--- src/rtl/simon_sequencer.sv ---
// Simon Says game controller: latches a 32-bit seed as 16 two-bit colours,
// plays a growing prefix on the LEDs each round and checks the player's presses.
module simon_sequencer #(
  parameter int SHOW_TICKS    = 25_000_000,
  parameter int GAP_TICKS     = 12_500_000,
  parameter int TIMEOUT_TICKS = 250_000_000,
  parameter int MAX_LEN       = 16
) (
  input  logic        clk,
  input  logic        reset,
  input  logic        start,
  input  logic [31:0] seed,
  input  logic [3:0]  btn,
  output logic [3:0]  led,
  output logic [4:0]  level,
  output logic        busy,
  output logic        win,
  output logic        lose
);

  localparam int MAX_AB    = (SHOW_TICKS > GAP_TICKS) ? SHOW_TICKS : GAP_TICKS;
  localparam int MAX_TICKS = (MAX_AB > TIMEOUT_TICKS) ? MAX_AB : TIMEOUT_TICKS;
  localparam int CW        = $clog2(MAX_TICKS + 1);
  localparam logic [4:0] MAX_LEN_L = 5'(MAX_LEN);

  typedef enum logic [2:0] {
    S_IDLE,
    S_GAP,
    S_SHOW,
    S_INPUT,
    S_WIN,
    S_LOSE
  } state_t;

  state_t         state_q, state_d;
  logic [31:0]    pattern_q, pattern_d;
  logic [3:0]     idx_q, idx_d;
  logic [4:0]     level_q, level_d;
  logic [CW-1:0]  cnt_q, cnt_d;
  logic [3:0]     led_q, led_d;
  logic           busy_q, win_q, lose_q;

  logic [1:0]     cur_colour;
  logic [3:0]     cur_onehot;
  logic           idx_last;

  assign cur_colour = pattern_q[{idx_q, 1'b0} +: 2];
  assign cur_onehot = 4'b0001 << cur_colour;
  assign idx_last   = (({1'b0, idx_q} + 5'd1) == level_q);

  always_comb begin
    state_d   = state_q;
    pattern_d = pattern_q;
    idx_d     = idx_q;
    level_d   = level_q;
    cnt_d     = cnt_q;
    case (state_q)
      S_IDLE, S_WIN, S_LOSE: begin
        if (start) begin
          pattern_d = seed;
          level_d   = 5'd1;
          idx_d     = '0;
          cnt_d     = '0;
          state_d   = S_GAP;
        end
      end
      S_GAP: begin
        if (cnt_q == CW'(GAP_TICKS - 1)) begin
          cnt_d   = '0;
          state_d = S_SHOW;
        end else begin
          cnt_d = cnt_q + 1'b1;
        end
      end
      S_SHOW: begin
        if (cnt_q == CW'(SHOW_TICKS - 1)) begin
          cnt_d = '0;
          if (idx_last) begin
            idx_d   = '0;
            state_d = S_INPUT;
          end else begin
            idx_d   = idx_q + 4'd1;
            state_d = S_GAP;
          end
        end else begin
          cnt_d = cnt_q + 1'b1;
        end
      end
      S_INPUT: begin
        // The timeout counter only advances on idle cycles and restarts per press.
        if (btn == 4'b0000) begin
          if (cnt_q == CW'(TIMEOUT_TICKS - 1)) begin
            cnt_d   = '0;
            state_d = S_LOSE;
          end else begin
            cnt_d = cnt_q + 1'b1;
          end
        end else if (btn == cur_onehot) begin
          cnt_d = '0;
          if (idx_last) begin
            if (level_q == MAX_LEN_L) begin
              state_d = S_WIN;
            end else begin
              level_d = level_q + 5'd1;
              idx_d   = '0;
              state_d = S_GAP;
            end
          end else begin
            idx_d = idx_q + 4'd1;
          end
        end else begin
          cnt_d   = '0;
          state_d = S_LOSE;
        end
      end
      default: state_d = S_IDLE;
    endcase
  end

  // LED value for the upcoming state, so the display comes straight from a flop.
  always_comb begin
    led_d = 4'b0000;
    case (state_d)
      S_SHOW:  led_d = 4'b0001 << pattern_d[{idx_d, 1'b0} +: 2];
      S_WIN:   led_d = 4'b1111;
      default: led_d = 4'b0000;
    endcase
  end

  always_ff @(posedge clk) begin
    if (!reset) begin
      state_q   <= S_IDLE;
      pattern_q <= '0;
      idx_q     <= '0;
      level_q   <= '0;
      cnt_q     <= '0;
      led_q     <= '0;
      busy_q    <= 1'b0;
      win_q     <= 1'b0;
      lose_q    <= 1'b0;
    end else begin
      state_q   <= state_d;
      pattern_q <= pattern_d;
      idx_q     <= idx_d;
      level_q   <= level_d;
      cnt_q     <= cnt_d;
      led_q     <= led_d;
      busy_q    <= (state_d == S_GAP) || (state_d == S_SHOW) || (state_d == S_INPUT);
      win_q     <= (state_d == S_WIN);
      lose_q    <= (state_d == S_LOSE);
    end
  end

  assign led   = (state_q == S_INPUT) ? btn : led_q;
  assign level = level_q;
  assign busy  = busy_q;
  assign win   = win_q;
  assign lose  = lose_q;

endmodule

--- config.mk ---
export PLATFORM = sky130hd
export DESIGN_NAME = simon_sequencer
export DESIGN_NICKNAME = d
export VERILOG_FILES = /design/src/rtl/simon_sequencer.sv
export SDC_FILE = /design/constraint.sdc
export NUM_CORES = 1
export LEC_CHECK = 0
export ABC_AREA = 0
export CORE_MARGIN = 2
export CORE_UTILIZATION = 45
export CTS_BUF_LIST = sky130_fd_sc_hd__clkbuf_2 sky130_fd_sc_hd__clkbuf_4 sky130_fd_sc_hd__clkbuf_8
export DETAILED_ROUTE_END_ITERATION = 7
export GPL_ROUTABILITY_DRIVEN = 0
export PLACE_DENSITY = 0.69
export SYNTH_ARGS = -nofsm -noshare
export SYNTH_HDL_FRONTEND = slang
export SYNTH_SLANG_ARGS = --single-unit
--- constraint.sdc ---
create_clock -name clk -period 4.8 [get_ports clk]
set_input_delay 0.48 -clock clk [delete_from_list [all_inputs] [get_ports clk]]
set_output_delay 0.48 -clock clk [all_outputs]
set_load 0.005 [all_outputs]
==> results.yml <==
logic_synthesis:
  synth-seq-cells: 79
  synth-adder-area-share: 0.01098
  postSynth.topFlopCell: "sky130_fd_sc_hd__dfxtp_1"
  synth_top_family_by_area: "simple AND/OR/NAND/NOR gates"
  synth_seq_area_share: 0.3469
  synth_enable_flop_cells: 0
  synthesized_area_fraction_occupied_by_ao_oa_aoi_and_oai_cells: 0.1452
  syn_nets: 615
  synth_simple_gate_area_frac: 0.2947
  async_flop_share: 0
  synth.cell_area_um2: 4559
  yosys.area_share.xor_xnor: 0.04610
  synth.distinct_cells: 68
  synth.mux.area_fraction: 0.1177
  synthCells: 572
  synth.avg_cell_area_um2: 7.971
  synthesis.yosys.warnings: 0
power_and_ir_drop:
  static_leakage_nw: 1.968
  power.ir.vdd_worst_v: 0.0001325
  power_density_cells_nw_per_um2: 261.8
cts:
  cts_tree: "built"
  clock_path_buffers: 2
  post_cts.repair.setup_buffers: 0
  cts_hold_buf: 0
  postCtsResizedCells: 0
  clock-sinks: 79
  insertion_delay_ns: 0.36
  clkTransAtPathRegs_ns: 0.09
  cts_root_buffer: "sky130_fd_sc_hd__clkbuf_8"
  tritoncts.num_buffers: 9
  cts_htree_levels: 3
timing:
  unrepaired_setup_endpoints_after_global_routing: "no"
  final.min_clock_period_ns: 4.045
  fmax_mhz: 247.2
  fin_hold_ws_ns: 0.4867
  fin_worst_skew_ns: 0.01528
  fin_crit_sh: 0.8427
  fin_setup_tns_ns: 0
  timing_worst_slew_pin_value_ns: 0.7837
  setup-violations-final: 0
  timing_hold_violations_final: 0
  timing.final.max_slew_violations: 0
  timing.slew.headroom: 0.4768
floorplanning:
  die_area_um2: 10950
  floorplan.core_area_um2: 9819
  die-height_um: 104.7
  floorplan.initialDensity: 0.4643
  i_o_pins: 51
  die_width_um: 104.7
  std_cell_rows: 36
routing:
  drcViolationCount: 0
  dr_vias_cell: 5.820
  drtAntennaViolNets: 0
  route.vias.total: 4371
  detailedRoute.firstPassIterationCount: 4
  final_routed_wirelength_um: 11890
  routedWlPerCell_um: 15.83
  drt_iter0_drc: 220
place:
  placed_cells_incl_taps: 735
  dpl-instance-area_um2: 5156
  dp_hpwl_um: 8697
  buffer_ports.inserted: 50
global_route:
  grt_first_pass_wirelength_um: 19940
  grt_antenna_before_repair: 0
  grt.total_usage: 0.2200
  grt_overflow: 0
  first_global_vias: 4091
  grt_max_degree: 27
worst_setup_path:
  rr_startpoint: "idx_q[0]"
  rr_worst_depth: 13
  required_ns: 5.06
  critical_path_source: "idx_q[0]"
  critical-path-max-stage-delay_ns: 0.62
  worstSetupPathType: "flip-flop to flip-flop"
  critical_path.reg2reg.endpoint: "led_q[3]"
  cp_top_family: "compound AO/OA/AOI/OAI gates"
  rrSetupSlack_ns: 0.75
  worst-endpoint-arrival_ns: 4.30
  worst_setup_path_end_kind: "flip-flop"
  critPathBufInv: 1
  worstSetupStartpointType: "flip-flop"
  cpMaxStageDelayCell: "sky130_fd_sc_hd__dfxtp_1"
  timing.critical_path.cells: "buf_4 -> mux2_2 -> o22a_1 -> nand3_1 -> a21oi_1 -> o211a_1 -> a211oi_1 -> nor2_1 -> nor2_2 -> mux2_2 -> mux2i_4 -> a21oi_2 -> a31o_1"
  capturing_instance_or_port_of_the_critical_path: "led_q[3]"
  cp_num_cells: 13
  cp_common_cell: "sky130_fd_sc_hd__mux2_2"
  crit_path_max_fanout: 13
run:
  maxCapViolations: 0
final_layout:
  final_area_um2: 5373
  most_frequent_standard_cell_in_the_layout_excluding_fill_and_tap_cells: "sky130_fd_sc_hd__nand2_1"
  share_of_final_layout_standard_cells_stronger_than_drive_strength_1: 0.08252
  finish.net_count: 656
  flow.area_growth_from_synthesis_pct: 17.84
  layoutNonFillerInstCount: 751
  antenna-diode-count: 0
  fillCellCount: 943
  mostFrequentLayoutCells: "96 x sky130_fd_sc_hd__nand2_1, 79 x sky130_fd_sc_hd__dfxtp_1, 77 x sky130_fd_sc_hd__nor2_1"
min_path:
  hold_path_class: "flip-flop to flip-flop"
outcome:
  status: "completed"
[synth_stat cells, types with 3 or more instances]
| library cell | instances | area [um2] |
|---|---|---|
| sky130_fd_sc_hd__and2_1 | 4 | 25.02 |
| sky130_fd_sc_hd__a21oi_1 | 39 | 195.2 |
| sky130_fd_sc_hd__a22oi_1 | 3 | 22.52 |
| sky130_fd_sc_hd__inv_1 | 10 | 37.54 |
| sky130_fd_sc_hd__nand3_1 | 20 | 100.1 |
| sky130_fd_sc_hd__nor2b_1 | 3 | 18.77 |
| sky130_fd_sc_hd__xnor2_1 | 11 | 96.34 |
| sky130_fd_sc_hd__o22a_1 | 4 | 35.03 |
| sky130_fd_sc_hd__a211oi_1 | 4 | 30.03 |
| sky130_fd_sc_hd__nand4b_1 | 4 | 35.03 |
| sky130_fd_sc_hd__a21o_1 | 4 | 30.03 |
| sky130_fd_sc_hd__nand4_1 | 11 | 68.82 |
| sky130_fd_sc_hd__mux2i_1 | 39 | 390.4 |
| sky130_fd_sc_hd__nor4_1 | 11 | 68.82 |
| sky130_fd_sc_hd__xor2_1 | 13 | 113.9 |
| sky130_fd_sc_hd__nor3_1 | 7 | 35.03 |
| sky130_fd_sc_hd__nand3b_1 | 3 | 22.52 |
| sky130_fd_sc_hd__nand2_1 | 96 | 360.4 |
| sky130_fd_sc_hd__nor4b_1 | 3 | 26.28 |
| sky130_fd_sc_hd__a31oi_1 | 4 | 25.02 |
| sky130_fd_sc_hd__nand2b_1 | 5 | 31.28 |
| sky130_fd_sc_hd__or2_2 | 5 | 31.28 |
| sky130_fd_sc_hd__ha_1 | 4 | 50.05 |
| sky130_fd_sc_hd__nor2_1 | 77 | 289.0 |
| sky130_fd_sc_hd__buf_6 | 3 | 33.78 |
| sky130_fd_sc_hd__o31ai_1 | 3 | 22.52 |
| sky130_fd_sc_hd__or4_1 | 3 | 22.52 |
| sky130_fd_sc_hd__or3_1 | 3 | 18.77 |
| sky130_fd_sc_hd__nor3b_1 | 4 | 30.03 |
| sky130_fd_sc_hd__and3_1 | 5 | 31.28 |
| sky130_fd_sc_hd__clkbuf_1 | 19 | 71.32 |
| sky130_fd_sc_hd__dfxtp_1 | 79 | 1582 |
| sky130_fd_sc_hd__mux2_2 | 11 | 123.9 |
| sky130_fd_sc_hd__o21ai_0 | 12 | 60.06 |
[layout make-up]
cell class	count	area (um2)	area share
clock buffers	10	131.4	0.02445
clock inverters	6	85.08	0.01584
inverters	11	41.29	0.007685
multi-input cells	455	2814	0.5238
flip-flops and latches	79	1582	0.2944
well taps	133	166.4	0.03097
repair buffers	57	553.0	0.1029
[layer usage]
layer | part of all wire | global-route usage | vias up
li1 | - | - | 2121
met1 | 0.45 | 0.2899 | 2077
met2 | 0.46 | 0.3632 | 155
met3 | 0.069 | 0.04741 | 18
met4 | 0.014 | 0.06286 | 0
met5 | 0 | 0 | -
[worst reg2reg max path, cell delays in order, from the launching register on]
cell and delay [ns]:
sky130_fd_sc_hd__dfxtp_1 0.62, sky130_fd_sc_hd__buf_4 0.32, sky130_fd_sc_hd__mux2_2 0.37, sky130_fd_sc_hd__o22a_1 0.20
sky130_fd_sc_hd__nand3_1 0.10, sky130_fd_sc_hd__a21oi_1 0.08, sky130_fd_sc_hd__o211a_1 0.23, sky130_fd_sc_hd__a211oi_1 0.41
sky130_fd_sc_hd__nor2_1 0.15, sky130_fd_sc_hd__nor2_2 0.51, sky130_fd_sc_hd__mux2_2 0.43, sky130_fd_sc_hd__mux2i_4 0.17
sky130_fd_sc_hd__a21oi_2 0.11, sky130_fd_sc_hd__a31o_1 0.26
[sequential cells by signal, indices dropped and copies added, names as in the netlist, 3 cells and up]
name,flops
cnt_q,28
idx_q,4
led_q,4
pattern_q,32
level,5
state_q,3
[cell families (layout without fill, tap and decap cells)]
family,after synthesis,in the layout
fa+ha+maj,4,4
flops,79,79
buf+inv,38,84
mux,51,51
compound gates,100,100
xor+xnor,24,24
simple gates,276,276
[worst min-delay path by stage]
stage	end	cells after the start	slack, ns	from
2_1_floorplan	pattern_q[6]	2	0.44	pattern_q[6]
3_3_place_gp	pattern_q[24]	2	0.47	pattern_q[24]
3_5_place_dp	pattern_q[6]	2	0.47	pattern_q[6]
4_1_cts	pattern_q[6]	2	0.49	pattern_q[6]
5_1_grt	pattern_q[4]	2	0.51	pattern_q[4]
6_report	pattern_q[30]	2	0.49	pattern_q[30]
[report_power, final]
| part | internal [mW] | total, mW | switching, mW | leakage, nW |
|---|---|---|---|---|
| Sequential | 0.674 | 0.692 | 0.0181 | 0.642 |
| Clock | 0.297 | 0.556 | 0.259 | 0.106 |
| Combinational | 0.0750 | 0.158 | 0.0834 | 1.22 |
[metrics by stage]
stage / power (mW) / utilization / setup WS (ns)
final: 1.406 / 0.5471 / 0.7548
after global routing: 1.460 / 0.5471 / 0.4532
after CTS: 1.411 / 0.5471 / 0.8119
after detailed placement: 0.8632 / 0.5251 / 0.8460
after global placement: 0.8602 / 0.5251 / 1.003
after floorplan: 0.7952 / - / 1.326
Note: power is estimated with default switching activity, not from simulation.
